File: src/rtl/vga_sync_decoder_if.sv
// Sync-in / timing-out bundle between a VGA sync source and the sync decoder.
// The source drives hsync/vsync; the decoder returns coordinates and lock status.
interface vga_sync_decoder_if;
    logic        hsync;
    logic        vsync;
    logic [11:0] pixel_x;
    logic [11:0] pixel_y;
    logic        de;
    logic        locked;
    logic        frame_start;
    logic        sync_err;
    logic [7:0]  err_count;

    modport master (
        output hsync,
        output vsync,
        input  pixel_x,
        input  pixel_y,
        input  de,
        input  locked,
        input  frame_start,
        input  sync_err,
        input  err_count
    );

    modport slave (
        input  hsync,
        input  vsync,
        output pixel_x,
        output pixel_y,
        output de,
        output locked,
        output frame_start,
        output sync_err,
        output err_count
    );
endinterface

File: src/rtl/vga_sync_decoder.sv
// Sync-only VGA receiver: rebuilds pixel coordinates and display enable from
// active-low hsync/vsync, and tracks line/frame timing to declare lock.
module vga_sync_decoder #(
    parameter int HD          = 640,
    parameter int HR          = 16,
    parameter int HRET        = 96,
    parameter int HL          = 48,
    parameter int VD          = 480,
    parameter int VB          = 10,
    parameter int VRET        = 2,
    parameter int VT          = 33,
    parameter int LOCK_FRAMES = 2
) (
    input  logic             clk,
    input  logic             rst,
    vga_sync_decoder_if.slave bus
);

    localparam int HTOT = HD + HR + HRET + HL;
    localparam int VTOT = VD + VB + VRET + VT;
    localparam int GW   = (LOCK_FRAMES < 2) ? 1 : $clog2(LOCK_FRAMES + 1);

    localparam logic [11:0]   X_LAST    = 12'(HTOT - 1);
    localparam logic [11:0]   Y_LAST    = 12'(VTOT - 1);
    localparam logic [11:0]   X_HS_FALL = 12'(HD + HR);
    localparam logic [11:0]   X_HS_RISE = 12'(HD + HR + HRET);
    localparam logic [11:0]   Y_VS_FALL = 12'(VD + VB);
    localparam logic [11:0]   X_DE_END  = 12'(HD);
    localparam logic [11:0]   Y_DE_END  = 12'(VD);
    localparam logic [GW-1:0] GOOD_LOCK = GW'(LOCK_FRAMES);

    typedef enum logic [1:0] {SEARCH, VERIFY, LOCKED} state_t;

    state_t      state, state_next;
    logic        h_seen, h_seen_next;
    logic [GW-1:0] good, good_next;

    logic        hs_prev, vs_prev;
    logic        hfall, hrise, vfall;
    logic [11:0] x, y;
    logic [11:0] x_pred, y_pred, x_next, y_next;
    logic        pred_hfall, pred_vfall, violation;

    logic        de_r, locked_r, frame_start_r, sync_err_r;
    logic [7:0]  err_cnt;

    always_comb begin
        hfall = ~bus.hsync & hs_prev;
        hrise = bus.hsync & ~hs_prev;
        vfall = ~bus.vsync & vs_prev;
    end

    // Free-running position of the incoming sample; received edges override it.
    always_comb begin
        x_pred = (x == X_LAST) ? 12'd0 : x + 12'd1;
        y_pred = y;
        if (x == X_LAST) begin
            y_pred = (y == Y_LAST) ? 12'd0 : y + 12'd1;
        end
        x_next = hfall ? X_HS_FALL : x_pred;
        y_next = vfall ? Y_VS_FALL : y_pred;
    end

    always_comb begin
        pred_hfall  = (x_pred == X_HS_FALL);
        pred_vfall  = (x_pred == 12'd0) && (y_pred == Y_VS_FALL);
        violation   = (state != SEARCH) &&
                      ((hfall != pred_hfall) ||
                       (hrise && (x_pred != X_HS_RISE)) ||
                       (vfall != pred_vfall));
        state_next  = state;
        h_seen_next = h_seen;
        good_next   = good;
        case (state)
            SEARCH: begin
                if (hfall) begin
                    h_seen_next = 1'b1;
                end
                if (vfall && (h_seen || hfall)) begin
                    good_next  = '0;
                    state_next = VERIFY;
                end
            end
            VERIFY: begin
                if (violation) begin
                    h_seen_next = 1'b0;
                    state_next  = SEARCH;
                end else if (vfall) begin
                    good_next = good + GW'(1);
                    if (good_next == GOOD_LOCK) begin
                        state_next = LOCKED;
                    end
                end
            end
            LOCKED: begin
                if (violation) begin
                    h_seen_next = 1'b0;
                    state_next  = SEARCH;
                end
            end
            default: begin
                h_seen_next = 1'b0;
                state_next  = SEARCH;
            end
        endcase
    end

    always_ff @(posedge clk) begin
        if (rst) begin
            state  <= SEARCH;
            h_seen <= 1'b0;
            good   <= '0;
        end else begin
            state  <= state_next;
            h_seen <= h_seen_next;
            good   <= good_next;
        end
    end

    // de and frame_start are gated by the lock status in force before this sample.
    always_ff @(posedge clk) begin
        if (rst) begin
            x             <= 12'd0;
            y             <= 12'd0;
            hs_prev       <= 1'b1;
            vs_prev       <= 1'b1;
            de_r          <= 1'b0;
            locked_r      <= 1'b0;
            frame_start_r <= 1'b0;
            sync_err_r    <= 1'b0;
            err_cnt       <= 8'd0;
        end else begin
            x             <= x_next;
            y             <= y_next;
            hs_prev       <= bus.hsync;
            vs_prev       <= bus.vsync;
            de_r          <= locked_r && (x_next < X_DE_END) && (y_next < Y_DE_END);
            frame_start_r <= locked_r && (x_next == 12'd0) && (y_next == 12'd0);
            locked_r      <= (state_next == LOCKED);
            sync_err_r    <= violation;
            if (violation && (err_cnt != 8'hFF)) begin
                err_cnt <= err_cnt + 8'd1;
            end
        end
    end

    assign bus.pixel_x     = x;
    assign bus.pixel_y     = y;
    assign bus.de          = de_r;
    assign bus.locked      = locked_r;
    assign bus.frame_start = frame_start_r;
    assign bus.sync_err    = sync_err_r;
    assign bus.err_count   = err_cnt;

endmodule

File: src/flat_wrapper.sv
// flat-port wrapper written by rule: the top's interface ports become plain ports
module vga_sync_decoder_flat 
#(
    parameter int HD          = 640,
    parameter int HR          = 16,
    parameter int HRET        = 96,
    parameter int HL          = 48,
    parameter int VD          = 480,
    parameter int VB          = 10,
    parameter int VRET        = 2,
    parameter int VT          = 33,
    parameter int LOCK_FRAMES = 2
)
  (clk, rst, bus_hsync, bus_vsync, bus_pixel_x, bus_pixel_y, bus_de, bus_locked, bus_frame_start, bus_sync_err, bus_err_count);
  vga_sync_decoder_if bus_i ();
  input  logic clk;
  input  logic rst;
  input wire logic [$bits(bus_i.hsync)-1:0] bus_hsync;
  input wire logic [$bits(bus_i.vsync)-1:0] bus_vsync;
  output wire logic [$bits(bus_i.pixel_x)-1:0] bus_pixel_x;
  output wire logic [$bits(bus_i.pixel_y)-1:0] bus_pixel_y;
  output wire logic [$bits(bus_i.de)-1:0] bus_de;
  output wire logic [$bits(bus_i.locked)-1:0] bus_locked;
  output wire logic [$bits(bus_i.frame_start)-1:0] bus_frame_start;
  output wire logic [$bits(bus_i.sync_err)-1:0] bus_sync_err;
  output wire logic [$bits(bus_i.err_count)-1:0] bus_err_count;
  assign bus_i.hsync = bus_hsync;
  assign bus_i.vsync = bus_vsync;
  assign bus_pixel_x = bus_i.pixel_x;
  assign bus_pixel_y = bus_i.pixel_y;
  assign bus_de = bus_i.de;
  assign bus_locked = bus_i.locked;
  assign bus_frame_start = bus_i.frame_start;
  assign bus_sync_err = bus_i.sync_err;
  assign bus_err_count = bus_i.err_count;
  vga_sync_decoder #(.HD(HD), .HR(HR), .HRET(HRET), .HL(HL), .VD(VD), .VB(VB), .VRET(VRET), .VT(VT), .LOCK_FRAMES(LOCK_FRAMES)) u_core (.clk(clk), .rst(rst), .bus(bus_i));
endmodule
File: config.mk
export PLATFORM = sky130hd
export DESIGN_NAME = vga_sync_decoder_flat
export DESIGN_NICKNAME = d
export VERILOG_FILES = /design/src/rtl/vga_sync_decoder_if.sv /design/src/rtl/vga_sync_decoder.sv /design/src/flat_wrapper.sv
export SDC_FILE = /design/constraint.sdc
export NUM_CORES = 1
export LEC_CHECK = 0
export ABC_AREA = 1
export BUFFER_PORTS_ARGS = -buffer_cell sky130_fd_sc_hd__buf_2
export CAP_MARGIN = 30
export CORE_MARGIN = 4
export CORE_UTILIZATION = 36
export CTS_BUF_LIST = sky130_fd_sc_hd__clkbuf_8
export CTS_CLUSTER_SIZE = 14
export DETAILED_ROUTE_END_ITERATION = 8
export GPL_ROUTABILITY_DRIVEN = 0
export SETUP_SLACK_MARGIN = 0.5
export SLEW_MARGIN = 20
export SYNTH_ARGS = -nofsm -noshare
export SYNTH_HDL_FRONTEND = slang
export SYNTH_SLANG_ARGS = --single-unit
File: constraint.sdc
create_clock -name clk -period 4.69 [get_ports clk]
set_input_delay 1.1725 -clock clk [delete_from_list [all_inputs] [get_ports clk]]
set_output_delay 1.1725 -clock clk [all_outputs]
set_load 0.01 [all_outputs]
==> flow_metrics.env, run 1 <==
export IMPL_route_met3_wl_um=370
export IMPL_drtIter0Drc=93
export IMPL_rows=32
export IMPL_rsz0062_at_grt="false"
export IMPL_n_fill_cell=850
export IMPL_clockRootBuffer="clkbuf_8"
export IMPL_status="completed"
export IMPL_hold_path_class="reg2reg"
export IMPL_globalRouteTotalUtil=0.146
export IMPL_cp_depth=16
export IMPL_worstSetupPathType="reg2reg"
export IMPL_cp_slowest_cell="dfxtp_1"
export IMPL_max_stage_delay_ps=420
export IMPL_ant_nets=0
export IMPL_power_density_cell_area_nw_per_um2=251
export IMPL_crit_chain="ha_1 -> nand3_4 -> clkinv_2 -> nand2_1 -> nor2_4 -> nand3_1 -> nand2_1 -> nand3_1 -> nor2_1 -> nand4_1 -> nand3_2 -> nand2_4 -> inv_4 -> nand2_8 -> nor2_1 -> a21oi_2"
export IMPL_grt_pass1_wl_mm=11.6
export IMPL_ys_ff_latch=43
export IMPL_period_needed_ps=2730
export IMPL_area_delta_synth_final_pct=14.5
export IMPL_syn_avg_cell_area_um2=6.29
export IMPL_yosys_area_share_simple=0.466
export IMPL_grt_ovfl_total=0
export IMPL_yosys_mux_area_fraction=0
export IMPL_synthFlopType="dfxtp_1"
export IMPL_async_flop_share=0
export IMPL_wire_per_inst_um=11.5
export IMPL_setup_tns_ps=0
export IMPL_skew_ps=8.71
export IMPL_total_power_mw=0.816
export IMPL_path_clk_slew_ps=90
export IMPL_wirelength_mm=6.80
export IMPL_final_common_cell="nand2_1"
export IMPL_crit_path_end_kind="register"
export IMPL_dr_wl_met2_mm=3.16
export IMPL_cp_max_fo=9
export IMPL_synth_distinct_cells=34
export IMPL_path_buf_inv=2
export IMPL_maxCapViolations=0
export IMPL_multi_input_area_um2=1710
export IMPL_hold_buffers=0
export IMPL_chipWidth_um=96.8
export IMPL_irDropWorstVdd_uv=207
export IMPL_yosysSeqAreaShare=0.303
export IMPL_yosys_area_share_xor_xnor=0.0216
export IMPL_syn_num_nets=464
export IMPL_post_cts_buffers=0
export IMPL_layout_common_cells="nand2_1, nor2_1, inv_1"
export IMPL_netlist_top_cell_by_area="dfxtp_1"
export IMPL_route_detailed_drc=0
export IMPL_whs_endpoint="u_core.h_seen"
export IMPL_cts_htree_levels=2
export IMPL_top_layer="met4"
export IMPL_drive_gt1_frac=0.177
export IMPL_initial_core_util=0.369
export IMPL_synth_edf_count=0
export IMPL_instances_no_fill=594
export IMPL_slew_headroom=0.625
export IMPL_ioPinCount=40
export IMPL_hold_path_cell_count=2
export IMPL_cts_tree="built"
export IMPL_insertion_delay_ps=300
export IMPL_ff2ff_path_depth=16
export IMPL_cp_required_ps=4880
export IMPL_min_period_over_period=0.583
export IMPL_synth_compound_area_frac=0.0736
export IMPL_io_buffers=39
export IMPL_rrSetupSlack_ps=1960
export IMPL_r2r_start="u_core.bus.pixel_x[0]"
export IMPL_dp_cells=586
export IMPL_max_freq_mhz=366
export IMPL_dr_pass1_iters=4
export IMPL_hpwl_mm=5.32
export IMPL_die_height_um=96.8
export IMPL_final_hold_viol_count=0
export IMPL_worstReg2RegEnd="u_core.bus.err_count[6]"
export IMPL_finalSetupViolCount=0
export IMPL_core_um2=7690
export IMPL_grt_pass1_vias=2612
export IMPL_avgViaCountPerCell=4.74
export IMPL_grt_max_degree=26
export IMPL_synthAdderAreaFrac=0.0397
export IMPL_num_vias=2818
export IMPL_dieArea_um2=9370
export IMPL_seq_area_um2=861
export IMPL_ctsResizeCount=0
export IMPL_worstMarginPinSlew_ps=563
export IMPL_cp_arrival_ps=2920
export IMPL_syn_inst=451
export IMPL_critPathTopFamily="simple AND/OR/NAND/NOR gates"
export IMPL_min_from="u_core.h_seen"
export IMPL_cts_num_sinks=43
export IMPL_yosysWarnings=0
export IMPL_start_kind="register"
export IMPL_wl_met1_mm=3.12
export IMPL_cts_buffers=5
export IMPL_synth_top_area_share=0.303
export IMPL_synth_area_top_cells="dfxtp_1, nand2_1, nor2_1, nand3_1, inv_1"
export IMPL_nets=504
export IMPL_antenna_found_initial=0
export IMPL_place_area_um2=3130
export IMPL_final_util=0.423
export IMPL_antenna_cells=0
export IMPL_power_leakage_nw=1.54
export IMPL_syn_cell_area_um2=2840
export IMPL_stdcell_area_um2=3250
export IMPL_synth_top_family_by_area="simple AND/OR/NAND/NOR gates"
export IMPL_drv_slew=0
export IMPL_cts_buffer_depth=2
==> area by class of cell <==
type | count | share of cell area
clock buffers | 6 | 0.0254
flip-flops and latches | 43 | 0.265
repair buffers | 39 | 0.0600
clock inverters | 2 | 0.0119
multi-input cells | 339 | 0.525
well taps | 102 | 0.0392
inverters | 63 | 0.0739
==> worst reg2reg max path: stages, from the launching register on <==
cell and delay (ps):
dfxtp_1 420, ha_1 280, nand3_4 120, clkinv_2 130, nand2_1 100, nor2_4 270, nand3_1 180, nand2_1 90
nand3_1 70, nor2_1 190, nand4_1 140, nand3_2 140, nand2_4 80, inv_4 130, nand2_8 100, nor2_1 130
a21oi_2 60
==> state kept, by name, indices dropped and copies added, names as in the netlist, 2 cells and up <==
register,cells
u_core.bus.pixel_y,12
u_core.state,2
u_core.bus.err_count,8
u_core.bus.pixel_x,12
u_core.good,2
==> cells by family (layout without fill, tap and decap cells) <==
group           Yosys count  in the layout
fa+ha+maj                 9              9
simple gates            291            291
compound gates           32             32
flops                    43             43
buf+inv                  69            110
xor+xnor                  7              7
==> per-stage QoR <==
| stage | setup slack [ps] | hold WS [ps] |
|---|---|---|
| finish | 1960 | 484 |
| global route | 1740 | 535 |
| CTS | 1960 | 498 |
| detailed placement | 1790 | 475 |
| global placement | 1830 | 453 |
| floorplan | 2230 | 437 |
==> worst max path at each step <==
stage,end,from
final,u_core.bus.err_count[6],u_core.bus.pixel_x[0]
after global placement,u_core.bus.err_count[3],bus_hsync
after CTS,u_core.bus.err_count[6],u_core.bus.pixel_x[0]
after detailed placement,u_core.bus.err_count[2],bus_hsync
after floorplan,u_core.bus.err_count[2],bus_hsync
after global routing,u_core.bus.err_count[6],u_core.bus.pixel_x[0]
==> layer usage <==
layer,vias up,GRT usage
met5,-,0
li1,1502,-
met2,70,0.245
met3,11,0.0281
met1,1235,0.186
met4,0,0.0551
==> cell usage after synthesis (2+ instances only) <==
master / instances
o21ai_0: 8
xnor2_1: 3
nor2_1: 71
nand2_1: 127
inv_1: 51
nor2_2: 4
a21oi_2: 9
nand3b_1: 3
clkinv_1: 3
inv_2: 7
o21bai_1: 3
nand4_1: 10
a21oi_1: 8
nor2_4: 3
o21ai_1: 2
a2111oi_0: 2
dfxtp_1: 43
clkbuf_1: 4
nand3_1: 45
nand3_4: 2
nand2_2: 8
nor3_1: 11
ha_1: 9
xor2_1: 4
nand3_2: 2
==> power by group <==
| group | internal (mW) | total [mW] | switching, mW |
|---|---|---|---|
| logic | 0.0381 | 0.114 | 0.0755 |
| registers | 0.379 | 0.395 | 0.0156 |
| clock network | 0.175 | 0.307 | 0.132 |
| total | 0.593 | 0.816 | 0.223 |
No activity file was read; power rests on OpenSTA's default activity.
==> run 2, diff against run 1 <==
--- a/config.mk
+++ b/config.mk
@@ -5,7 +5,7 @@
 export SDC_FILE = /design/constraint.sdc
 export NUM_CORES = 1
 export LEC_CHECK = 0
-export ABC_AREA = 1
+export ABC_AREA = 0
 export BUFFER_PORTS_ARGS = -buffer_cell sky130_fd_sc_hd__buf_2
 export CAP_MARGIN = 30
 export CORE_MARGIN = 4
==> constraint.sdc (replaced) <==
create_clock -name clk -period 2.7 [get_ports clk]
set_input_delay 0.675 -clock clk [delete_from_list [all_inputs] [get_ports clk]]
set_output_delay 0.675 -clock clk [all_outputs]
set_load 0.01 [all_outputs]
==> flow_metrics.env, run 2 <==
export IMPL_area_delta_synth_final_pct=48.7
export IMPL_grt_max_degree=32
export IMPL_rsz0062_at_grt="true"
export IMPL_wirelength_mm=8.58
export IMPL_final_hold_viol_count=0
export IMPL_insertion_delay_ps=300
export IMPL_slew_headroom=0.555
export IMPL_power_density_cell_area_nw_per_um2=359
export IMPL_route_detailed_drc=0
export IMPL_status="complete, but fails checks"
export IMPL_synth_area_top_cells="dfxtp_1, a21oi_1, nor2_1, ha_1, nand3_1"
export IMPL_syn_cell_area_um2=2700
export IMPL_hold_path_class="reg2reg"
export IMPL_grt_ovfl_total=0
export IMPL_yosys_area_share_simple=0.326
export IMPL_synthAdderAreaFrac=0.0417
export IMPL_cts_htree_levels=2
export IMPL_dr_pass1_iters=4
export IMPL_rrSetupSlack_ps=-450
export IMPL_wl_met1_mm=4.04
export IMPL_maxCapViolations=0
export IMPL_netlist_top_cell_by_area="dfxtp_1"
export IMPL_clockRootBuffer="clkbuf_8"
export IMPL_ioPinCount=40
export IMPL_die_height_um=94.6
export IMPL_initial_core_util=0.370
export IMPL_yosys_mux_area_fraction=0.00787
export IMPL_final_util=0.551
export IMPL_cp_arrival_ps=3380
export IMPL_min_period_over_period=1.17
export IMPL_synth_commonest_cells="dfxtp_1, nor2_1, a21oi_1"
export IMPL_worstSetupPathType="reg2reg"
export IMPL_start_kind="register"
export IMPL_irDropWorstVdd_uv=186
export IMPL_final_common_cell="buf_4"
export IMPL_critPathLaunch="u_core.bus.pixel_x[6]"
export IMPL_num_vias=3016
export IMPL_finalSetupViolCount=16
export IMPL_seq_area_um2=867
export IMPL_layout_common_cells="buf_4, dfxtp_1, buf_2"
export IMPL_globalRouteTotalUtil=0.192
export IMPL_period_needed_ps=3150
export IMPL_synth_top_family_by_area="simple AND/OR/NAND/NOR gates"
export IMPL_hold_buffers=0
export IMPL_path_clk_slew_ps=90
export IMPL_antenna_cells=0
export IMPL_multi_input_area_um2=1990
export IMPL_synth_top_area_share=0.319
export IMPL_r2r_start="u_core.bus.pixel_x[6]"
export IMPL_dieArea_um2=8950
export IMPL_syn_avg_cell_area_um2=7.97
export IMPL_power_leakage_nw=1.61
export IMPL_grt_pass1_vias=2827
export IMPL_route_met3_wl_um=368
export IMPL_dr_wl_met2_mm=4.01
export IMPL_hpwl_mm=6.31
export IMPL_synth_edf_count=0
export IMPL_cts_buffer_depth=2
export IMPL_layout_setup_ws_ps=-447
export IMPL_skew_ps=11.9
export IMPL_yosysWarnings=0
export IMPL_synthFlopType="dfxtp_1"
export IMPL_drv_slew=0
export IMPL_synth_compound_area_frac=0.199
export IMPL_antenna_found_initial=0
export IMPL_wire_per_inst_um=15.5
export IMPL_async_flop_share=0
export IMPL_cp_max_fo=12
export IMPL_crit_path_end_kind="register"
export IMPL_core_um2=7290
export IMPL_avgViaCountPerCell=5.45
export IMPL_io_buffers=39
export IMPL_cts_num_sinks=43
export IMPL_violations="setup timing"
export IMPL_ys_ff_latch=43
export IMPL_ant_nets=0
export IMPL_cts_tree="built"
export IMPL_top_layer="met4"
export IMPL_cts_buffers=5
export IMPL_worstMarginPinSlew_ps=668
export IMPL_yosysMostFrequentCell="dfxtp_1"
export IMPL_yosysSeqAreaShare=0.319
export IMPL_setup_tns_ps=-5360
export IMPL_max_freq_mhz=318
export IMPL_nets=467
export IMPL_grt_pass1_wl_mm=13.7
export IMPL_rows=31
export IMPL_cp_required_ps=2930
export IMPL_n_fill_cell=699
export IMPL_chipWidth_um=94.6
export IMPL_yosys_area_share_xor_xnor=0.0551
export IMPL_total_power_mw=1.44
export IMPL_synth_distinct_cells=56
export IMPL_syn_num_nets=352
export IMPL_min_from="u_core.good[1]"
export IMPL_syn_inst=339
export IMPL_drtIter0Drc=186
export IMPL_drive_gt1_frac=0.412
-- run 2: cell types whose count changed in the layout (fill, tap and decap cells not counted), sizes merged, moves of 6 or more --
cell and change:
a21oi +13, and2 +6, and3 +8, buf +89, inv -48, nand2 -116
nand3 -29, nor2 -43, o31ai +8, or3 +9, or4 +9, xor2 +6
-- run 2: path summary, 6_finish.rpt --
path | cells past startpoint | end
setup / recovery | 10 | u_core.bus.err_count[6]
hold / removal | 2 | u_core.good[1]
setup reg to reg | 10 | u_core.bus.err_count[6]
hold reg to reg | 2 | u_core.good[1]
-- run 2: area by class of cell --
cell class | count | area share
clock inverters | 2 | 0.00841
repair buffers | 128 | 0.223
clock buffers | 5 | 0.0171
well taps | 99 | 0.0308
flip-flops and latches | 43 | 0.216
inverters | 11 | 0.0103
multi-input cells | 265 | 0.495
-- run 2: worst max-delay path: stages (launching register included) --
cell and delay [ps]:
dfxtp_2 330, or4_4 590, nor4_4 250, nand4_1 230, mux2i_2 280, and4_4 300, and4_4 250, o31ai_4 80
buf_12 150, or4_1 480, a21oi_2 130
-- run 2: where the power goes --
part           total [mW]  switching (mW)  internal, mW
sequential          0.674          0.0199         0.654
combinational       0.265           0.143         0.122
clock               0.501           0.233         0.268
total                1.44           0.396          1.04
-- run 2: logic make-up after synthesis --
kind of cell	count (synthesis)
simple gates	158
fa+ha+maj	9
flops	43
xor+xnor	17
mux	2
buf+inv	31
compound gates	79
-- run 2: repair_timing --
| item | in CTS | in global routing |
|---|---|---|
| gates resized for setup | 21 | 26 |
| hold endpoints to repair | 0 | 0 |
| setup endpoints to repair | 22 | 22 |
| pin swaps | 11 | 26 |
| setup buffers | 3 | 2 |
-- run 2: layer usage --
layer  GRT usage  vias to the layer above
li1            -                     1484
met1       0.263                     1442
met2       0.307                       74
met3      0.0271                       16
met4      0.0685                        0
met5           0                        -
-- run 2: through the flow --
step / worst slack (ps) / hold slack, ps / area [um2] / cells
after detailed placement: -493 / 457 / 3630 / 541
after global routing: -576 / 510 / 4020 / 553
after floorplan: -658 / 441 / 2800 / 339
after global placement: -474 / 455 / 3630 / 541
after CTS: -434 / 475 / 3870 / 551
final: -447 / 471 / 4020 / 553
